[config.mk]
export PLATFORM = sky130hd
export DESIGN_NAME = kernel3_fifo_w64_srl_ctrl
export DESIGN_NICKNAME = d
export VERILOG_FILES = /design/src/rtl/kernel3_fifo_w64_srl_ctrl.sv
export SDC_FILE = /design/constraint.sdc
export NUM_CORES = 1
export LEC_CHECK = 0
export BUFFER_PORTS_ARGS = -buffer_cell sky130_fd_sc_hd__buf_2
export CAP_MARGIN = 5
export CORE_MARGIN = 2
export CORE_UTILIZATION = 50
export DETAILED_ROUTE_END_ITERATION = 7
export PLACE_DENSITY = 0.73
export SYNTH_ARGS = -nofsm -noshare
export SYNTH_HDL_FRONTEND = slang
export SYNTH_SLANG_ARGS = --single-unit
[constraint.sdc]
create_clock -name clk -period 8.1 [get_ports clk]
set_clock_uncertainty 0.15 [all_clocks]
set_input_delay 0.405 -clock clk [delete_from_list [all_inputs] [get_ports clk]]
set_output_delay 0.405 -clock clk [all_outputs]
set_load 0.03 [all_outputs]
[src/rtl/kernel3_fifo_w64_srl_ctrl.sv]
// First-word-fall-through FIFO built on a shift-register core, presenting the
// HLS ap_fifo handshake; occupancy and read address track the oldest word.
module kernel3_fifo_w64_srl_ctrl #(
  parameter int DATA_WIDTH = 64,
  parameter int ADDR_WIDTH = 1,
  parameter int DEPTH      = 2
) (
  input  logic                  clk,
  input  logic                  reset,
  output logic                  if_full_n,
  input  logic                  if_write_ce,
  input  logic                  if_write,
  input  logic [DATA_WIDTH-1:0] if_din,
  output logic                  if_empty_n,
  input  logic                  if_read_ce,
  input  logic                  if_read,
  output logic [DATA_WIDTH-1:0] if_dout,
  output logic [ADDR_WIDTH:0]   if_num_data_valid
);

  localparam logic [ADDR_WIDTH:0]   CNT_DEPTH = (ADDR_WIDTH+1)'(DEPTH);
  localparam logic [ADDR_WIDTH:0]   CNT_ONE   = (ADDR_WIDTH+1)'(1);
  localparam logic [ADDR_WIDTH-1:0] ADDR_ONE  = ADDR_WIDTH'(1);

  logic [DATA_WIDTH-1:0] mem_q [DEPTH];
  logic [ADDR_WIDTH:0]   count_q, count_d;
  logic [ADDR_WIDTH-1:0] addr_q, addr_d;
  logic                  empty_n_q, empty_n_d;
  logic                  full_n_q, full_n_d;
  logic                  push, pop;

  assign push = if_write & if_write_ce & full_n_q;
  assign pop  = if_read  & if_read_ce  & empty_n_q;

  // Shift-register storage: new word enters at entry 0, older words move up.
  always_ff @(posedge clk) begin
    if (push) begin
      mem_q[0] <= if_din;
      for (int i = 1; i < DEPTH; i++) begin
        mem_q[i] <= mem_q[i-1];
      end
    end
  end

  always_comb begin
    count_d = count_q;
    addr_d  = addr_q;
    if (push && !pop) begin
      count_d = count_q + CNT_ONE;
      if (count_q != '0) addr_d = addr_q + ADDR_ONE;
    end else if (pop && !push) begin
      count_d = count_q - CNT_ONE;
      if (count_q > CNT_ONE) addr_d = addr_q - ADDR_ONE;
    end
    // Flags are registered copies of what the next occupancy implies.
    empty_n_d = (count_d != '0);
    full_n_d  = (count_d != CNT_DEPTH);
  end

  always_ff @(posedge clk) begin
    if (reset) begin
      count_q   <= '0;
      addr_q    <= '0;
      empty_n_q <= 1'b0;
      full_n_q  <= 1'b1;
    end else begin
      count_q   <= count_d;
      addr_q    <= addr_d;
      empty_n_q <= empty_n_d;
      full_n_q  <= full_n_d;
    end
  end

  assign if_dout           = mem_q[addr_q];
  assign if_empty_n        = empty_n_q;
  assign if_full_n         = full_n_q;
  assign if_num_data_valid = count_q;

endmodule

==> results of run 1 <==
[worst max-delay path by stage]
| stage | start | cells past startpoint | slack, ns | end |
|---|---|---|---|---|
| after global routing | flip-flop | 3 | 5.00 | if_dout[35] |
| after detailed placement | if_write | 7 | 5.43 | addr_q |
| after floorplan | if_full_n | 6 | 3.33 | flip-flop |
| final | flip-flop | 3 | 5.18 | if_dout[35] |
| after CTS | flip-flop | 3 | 5.12 | if_dout[51] |
| after global placement | if_write | 7 | 5.53 | flip-flop |
[routing by layer]
| layer | up-vias | track usage [%] |
|---|---|---|
| met5 | - | 0 |
| met4 | 0 | 6.478 |
| met3 | 8 | 5.966 |
| met2 | 100 | 27.72 |
| met1 | 1393 | 22.32 |
| li1 | 1338 | - |
[power by group through the flow]
stage	Clock (mW)	Combinational [mW]	Sequential (mW)
6_report	0.799	0.187	0.819
5_1_grt	0.846	0.200	0.824
3_5_place_dp	0	0.162	0.834
4_1_cts	0.816	0.187	0.820
3_3_place_gp	0	0.159	0.831
2_1_floorplan	0	0.107	0.836
[layout make-up]
| type | count | area [sq um] |
|---|---|---|
| fill | 615 | 2613 |
| tap | 133 | 166.4 |
| clock inverter | 14 | 207.7 |
| timing repair buffer | 204 | 1351 |
| sequential | 134 | 3965 |
| clock buffer | 18 | 417.9 |
| inverter | 5 | 21.27 |
| multi-input combinational | 86 | 897.1 |
[cell families after synthesis]
kind of cell,Yosys count,share of synthesized area (%)
AOI/OAI and AO/OA,3,0.5602
xor gates and xnor gates,1,0.1782
adders and majority gates,4,1.018
buffers and inverters,12,1.095
DFF,134,80.65
muxes,66,15.12
and+or+nand+nor,12,1.375
[placed cells by master (no fill, tap or decap), drive strengths merged, types with 3 or more instances in the layout]
| cell | instances |
|---|---|
| buf | 139 |
| ha | 4 |
| dlygate4sd3 | 65 |
| clkbuf | 18 |
| inv | 5 |
| edfxtp | 128 |
| nor2 | 4 |
| mux2 | 66 |
| clkinv | 6 |
| dfxtp | 6 |
| bufinv | 5 |
| clkinvlp | 3 |
[stage by stage]
stage	hold slack (ns)	total power, mW	std cells	area, sq um	util, %
3_3_place_gp	0.2751	0.9904	497	5751	59.66
3_5_place_dp	0.2805	0.9957	497	5751	59.66
5_1_grt	0.3084	1.870	594	7027	72.90
4_1_cts	0.2946	1.824	594	7027	72.90
2_1_floorplan	0.2722	0.9424	232	4915	-
6_report	0.2936	1.806	594	7027	72.90
[sequential cells by signal, indices dropped and copies added (netlist names), named ones only]
name,flops
addr_q,1
mem_q,128
if_num_data_valid,2
if_empty_n,1
if_full_n,1
==> results.sh, run 1 <==
export IMPL_outcome="finished, final reports clean"
export IMPL_worst_pin_slew_ns=0.9086
export IMPL_port_buffers=137
export IMPL_wl_per_cell_um=15.56
export IMPL_cts_root_buffer="clkbuf_8"
export IMPL_antenna_found_initial=0
export IMPL_crit_type="flip-flop to primary output"
export IMPL_yosys_area_top_type_share_pct=78.21
export IMPL_worstPathArrival_ns=2.37
export IMPL_synth_seq_area_share_pct=80.65
export IMPL_clkTransAtPathRegs_ns=0.06
export IMPL_finalHoldViolations=0
export IMPL_coreArea_sq_um=9639
export IMPL_cts_sinks=134
export IMPL_yosysWarnings=0
export IMPL_cts_setup_buffers=0
export IMPL_ios=138
export IMPL_yosysTopAreaCell="edfxtp_1"
export IMPL_rsz0062_at_grt="false"
export IMPL_max_freq_mhz=341.9
export IMPL_syn_instance_count=232
export IMPL_die_area_sq_um=10640
export IMPL_htreeDepth=4
export IMPL_r2r_start="if_full_n"
export IMPL_grt_pass1_wl_um=13730
export IMPL_finalCriticalPeriod_ns=2.925
export IMPL_hold_class="flip-flop to flip-flop"
export IMPL_ant_nets=0
export IMPL_dr_wl_met2_um=4551
export IMPL_vias=2839
export IMPL_seq_power_share_pct=45.4
export IMPL_cts_buffer_depth=2
export IMPL_hold_start="mem_q[0][40]"
export IMPL_holdPathStages=0
export IMPL_pwr_share_clk_pct=44.3
export IMPL_cp_start_kind="flip-flop"
export IMPL_grt_pass1_vias=2765
export IMPL_ir_drop_mv=0.1548
export IMPL_critPathCaptureType="primary output"
export IMPL_wl_met1_um=4051
export IMPL_path_buf_inv=2
export IMPL_drv_cap=0
export IMPL_pwr_share_comb_pct=10.4
export IMPL_dr_pass1_iters=4
export IMPL_drc=0
export IMPL_power_per_cell_area_nw_per_um2=257.0
export IMPL_synth_edf_count=128
export IMPL_grt_ovfl_total=0
export IMPL_yosysUniqueCellTypes=19
export IMPL_start_util_pct=50.99
export IMPL_p_sw_share_pct=21.90
export IMPL_ff2ff_setup_slack_ns=5.58
export IMPL_internal_power_mw=1.410
export IMPL_worstRegToRegCells=6
export IMPL_reg2reg_to="addr_q"
export IMPL_setup_tns_ns=0
export IMPL_gp_congestion=0.7196
export IMPL_cpLargestDelayFamily="buffers and inverters"
export IMPL_dp_slack_ns=5.432
export IMPL_nets=522
export IMPL_cp_max_fo=41
export IMPL_insertion_delay_ns=0.50
export IMPL_p_leak_nw=2.700
export IMPL_viasPerCell=4.779
export IMPL_final_max_slew_viol_count=0
export IMPL_synth_fp_nets=306
export IMPL_syn_area_sq_um=4915
export IMPL_wl_met3_um=548
export IMPL_synthMostInstantiatedCell="edfxtp_1"
export IMPL_whs_endpoint="mem_q[1][40]"
export IMPL_drt_iter0_markers=120
export IMPL_synth_async_reset_ratio_pct=0
export IMPL_wl_um=9245
export IMPL_cts_hold_buf=65
export IMPL_switchingPower_mw=0.3955
export IMPL_cts_tree="done"
export IMPL_grt_use_total_pct=17.41
export IMPL_synth_area_per_cell_sq_um=21.18
export IMPL_numCtsBuffers=17
export IMPL_synthTopCellsByArea="edfxtp_1 78%, mux2_2 15%, dfxtp_1 2.4%, ha_1 1.0%, buf_2 0.71%"
export IMPL_drive_gt1_share_pct=51.84
export IMPL_antenna_cells=0
export IMPL_ys_flop_type="edfxtp_1"
export IMPL_yosys_top_cells_count="128 x edfxtp_1, 66 x mux2_2, 7 x buf_2, 6 x dfxtp_1, 5 x inv_1"
export IMPL_worst_slack_ns=5.175
export IMPL_post_cts_resized=0
export IMPL_cp_slowest_cell="dfxtp_2"
export IMPL_hpwl_um=5296
export IMPL_grt_start_max_net_pins=75
export IMPL_syn_to_final_growth_pct=42.97
export IMPL_die_h_um=103.1
export IMPL_cp_required_ns=7.55
export IMPL_dr_max_layer_used="met4"
export IMPL_finalCritPeriodShare_pct=36.11
export IMPL_crit_path_cell_trace="buf_4 > mux2_2 > buf_2"
export IMPL_max_slew_margin_pct=39.42
export IMPL_cpPeakStageDelay_ns=0.68
export IMPL_synth_seq_cells=134
export IMPL_die_w_um=103.1
export IMPL_core_rowCount=36
export IMPL_setup_viol=0
Power figures use the tool's default switching activity.
==> inputs of run 2 (changes only) <==
Clock period 8.1 ns to 3 ns, I/O delays scaled along.
==> run 2 against run 1 <==
Sequential cell count unchanged; first-iteration DRC count decreased by 21%; die area unchanged; sequential share of layout area increased by 0.25 points; combinational power increased to 2.8 times the previous value; total power increased to 2.6 times the previous value; highest routed layer unchanged; wire length decreased by 2.4%; largest cell class unchanged; utilization decreased by 0.25 points; sequential power increased to 2.7 times the previous value; worst hold slack got worse by 0.14 ns.
==> results.sh, run 2 (synthesis gave the netlist of run 1 again) <==
export IMPL_power_mw=4.659
export IMPL_max_flop_register="mem_q"
export IMPL_finalCritPeriodShare_pct=68.92
export IMPL_grt_use_met3_pct=6.576
export IMPL_viasPerCell=4.705
export IMPL_cts_setup_buffers=0
export IMPL_cpPeakStageDelay_ns=0.39
export IMPL_insertion_delay_ns=0.52
export IMPL_drc=0
export IMPL_antenna_cells=0
export IMPL_pwr_share_clk_pct=41.6
export IMPL_grt_pass1_wl_um=13180
export IMPL_cp_start_kind="flip-flop"
export IMPL_switchingPower_mw=1.029
export IMPL_worstPathArrival_ns=1.77
export IMPL_layout_commonest_cell="buf_2"
export IMPL_max_freq_mhz=483.7
export IMPL_numCtsBuffers=17
export IMPL_path_buf_inv=2
export IMPL_clkTransAtPathRegs_ns=0.06
export IMPL_cts_buffer_depth=2
export IMPL_nets=522
export IMPL_dr_pass1_iters=4
export IMPL_ir_drop_mv=0.5107
export IMPL_worstRegToRegCells=5
export IMPL_worst_pin_slew_ns=0.6589
export IMPL_hold_start="if_write_ce"
export IMPL_antenna_found_initial=0
export IMPL_p_leak_nw=2.682
export IMPL_max_slew_margin_pct=56.08
export IMPL_path_depth=3
export IMPL_grt_pass1_vias=2849
export IMPL_ff2ff_setup_slack_ns=1.10
export IMPL_port_buffers=137
export IMPL_n_fill_cell=626
export IMPL_critPathCaptureType="primary output"
export IMPL_critPathCapture="if_dout[49]"
export IMPL_cp_required_ns=2.70
export IMPL_setup_viol=0
export IMPL_cp_max_fo=64
export IMPL_hold_class="primary input to flip-flop"
export IMPL_start_util_pct=50.99
export IMPL_rsz0062_at_grt="false"
export IMPL_largest_reg_flops=128
export IMPL_die_w_um=103.1
export IMPL_crit_path_cell_trace="buf_12 > mux2_2 > buf_2"
export IMPL_cts_sinks=134
export IMPL_crit_type="flip-flop to primary output"
export IMPL_grt_busiest_layer="met2"
export IMPL_syn_to_final_growth_pct=42.49
export IMPL_ios=138
export IMPL_cts_root_buffer="clkbuf_8"
export IMPL_outcome="finished, final reports clean"
export IMPL_holdWs_ns=0.1576
export IMPL_finalHoldViolations=0
export IMPL_seq_power_share_pct=47.3
export IMPL_drive_gt1_share_pct=51.63
export IMPL_gp_congestion=0.8004
export IMPL_final_max_slew_viol_count=0
export IMPL_final_cell_mix="137 x buf_2, 128 x edfxtp_1, 66 x mux2_2"
export IMPL_grt_use_total_pct=17.20
export IMPL_wl_um=9027
export IMPL_pwr_share_comb_pct=11.1
export IMPL_p_sw_share_pct=22.08
export IMPL_cpLargestDelayFamily="buffers and inverters"
export IMPL_use_met2_pct=29.02
export IMPL_grt_met1_usage_pct=19.09
export IMPL_hpwl_um=5174
export IMPL_die_h_um=103.1
export IMPL_htreeDepth=4
export IMPL_vias=2795
export IMPL_grt_ovfl_total=0
export IMPL_coreArea_sq_um=9639
export IMPL_grt_start_max_net_pins=129
export IMPL_core_rowCount=36
export IMPL_finalCriticalPeriod_ns=2.068
export IMPL_setup_tns_ns=0
export IMPL_ant_nets=0
export IMPL_die_area_sq_um=10640
export IMPL_drt_iter0_markers=95
export IMPL_drv_cap=0
export IMPL_cts_tree="done"
export IMPL_cp_slowest_cell="mux2_2"
export IMPL_wl_per_cell_um=15.20
export IMPL_r2r_start="if_empty_n"
export IMPL_power_per_cell_area_nw_per_um2=665.3
export IMPL_internal_power_mw=3.630
## run 2: changes by cell type in the layout (fill, tap and decap cells not counted), moves of 2 or more
cell | before | now
clkinv_2 | 2 | 5
buf_12 | 0 | 2
buf_4 | 2 | 0
bufinv_16 | 5 | 3
clkinv_1 | 2 | 4
clkinv_4 | 2 | 0
## run 2: power by group through the flow
stage	logic [mW]	registers [mW]	clock network (mW)
final	0.517	2.21	1.94
after global routing	0.551	2.22	2.06
after CTS	0.520	2.21	1.99
after detailed placement	0.451	2.24	0
after global placement	0.445	2.24	0
after floorplan	0.291	2.25	0
## run 2: worst min path at each step
stage	to	cells after the start	slack (ns)
detailed placement	mem_q[0][36]	1	0.18
CTS	if_num_data_valid[1]	6	0.13
finish	if_num_data_valid[1]	6	0.16
global placement	mem_q[0][41]	1	0.18
global route	mem_q[0][60]	2	0.17
floorplan	if_num_data_valid[0]	1	0.07
## run 2: what timing repair did
item                                    4_1_cts  5_1_grt
hold buffers                                 65        0
resized for setup                             0        0
endpoints found under the hold margin        70        0
endpoints found under the setup margin        0        0
## run 2: final cells by class
type	count	area [sq um]	share of cell area, %
inverter	5	22.52	0.3216
clock buffer	19	421.7	6.021
multi-input combinational	86	909.6	12.99
clock inverter	13	137.6	1.965
sequential	134	3969	56.67
tap	133	166.4	2.376
timing repair buffer	204	1376	19.65
## run 2: routing by layer
metal	share of wire, %	vias up
li1	-	1346
met4	2.2	0
met1	41	1343
met3	5.3	21
met5	0	-
met2	52	85
## run 2: worst reg2reg max path: stages, from the launching register on
cell     delay (ns)
dfxtp_1        0.31
and3_1         0.19
ha_1           0.31
or3b_1         0.37
o41ai_2        0.08
mux2_2         0.38
## run 2: metrics by stage
step	utilization (%)	cells	cell area, sq um	setup WS, ns
final	72.65	594	7003	0.9325
after global routing	72.65	594	7003	0.8513
after CTS	72.65	594	7003	0.8959
after detailed placement	60.10	497	5793	1.115
after global placement	60.10	497	5793	1.141
after floorplan	-	232	4935	-0.6622
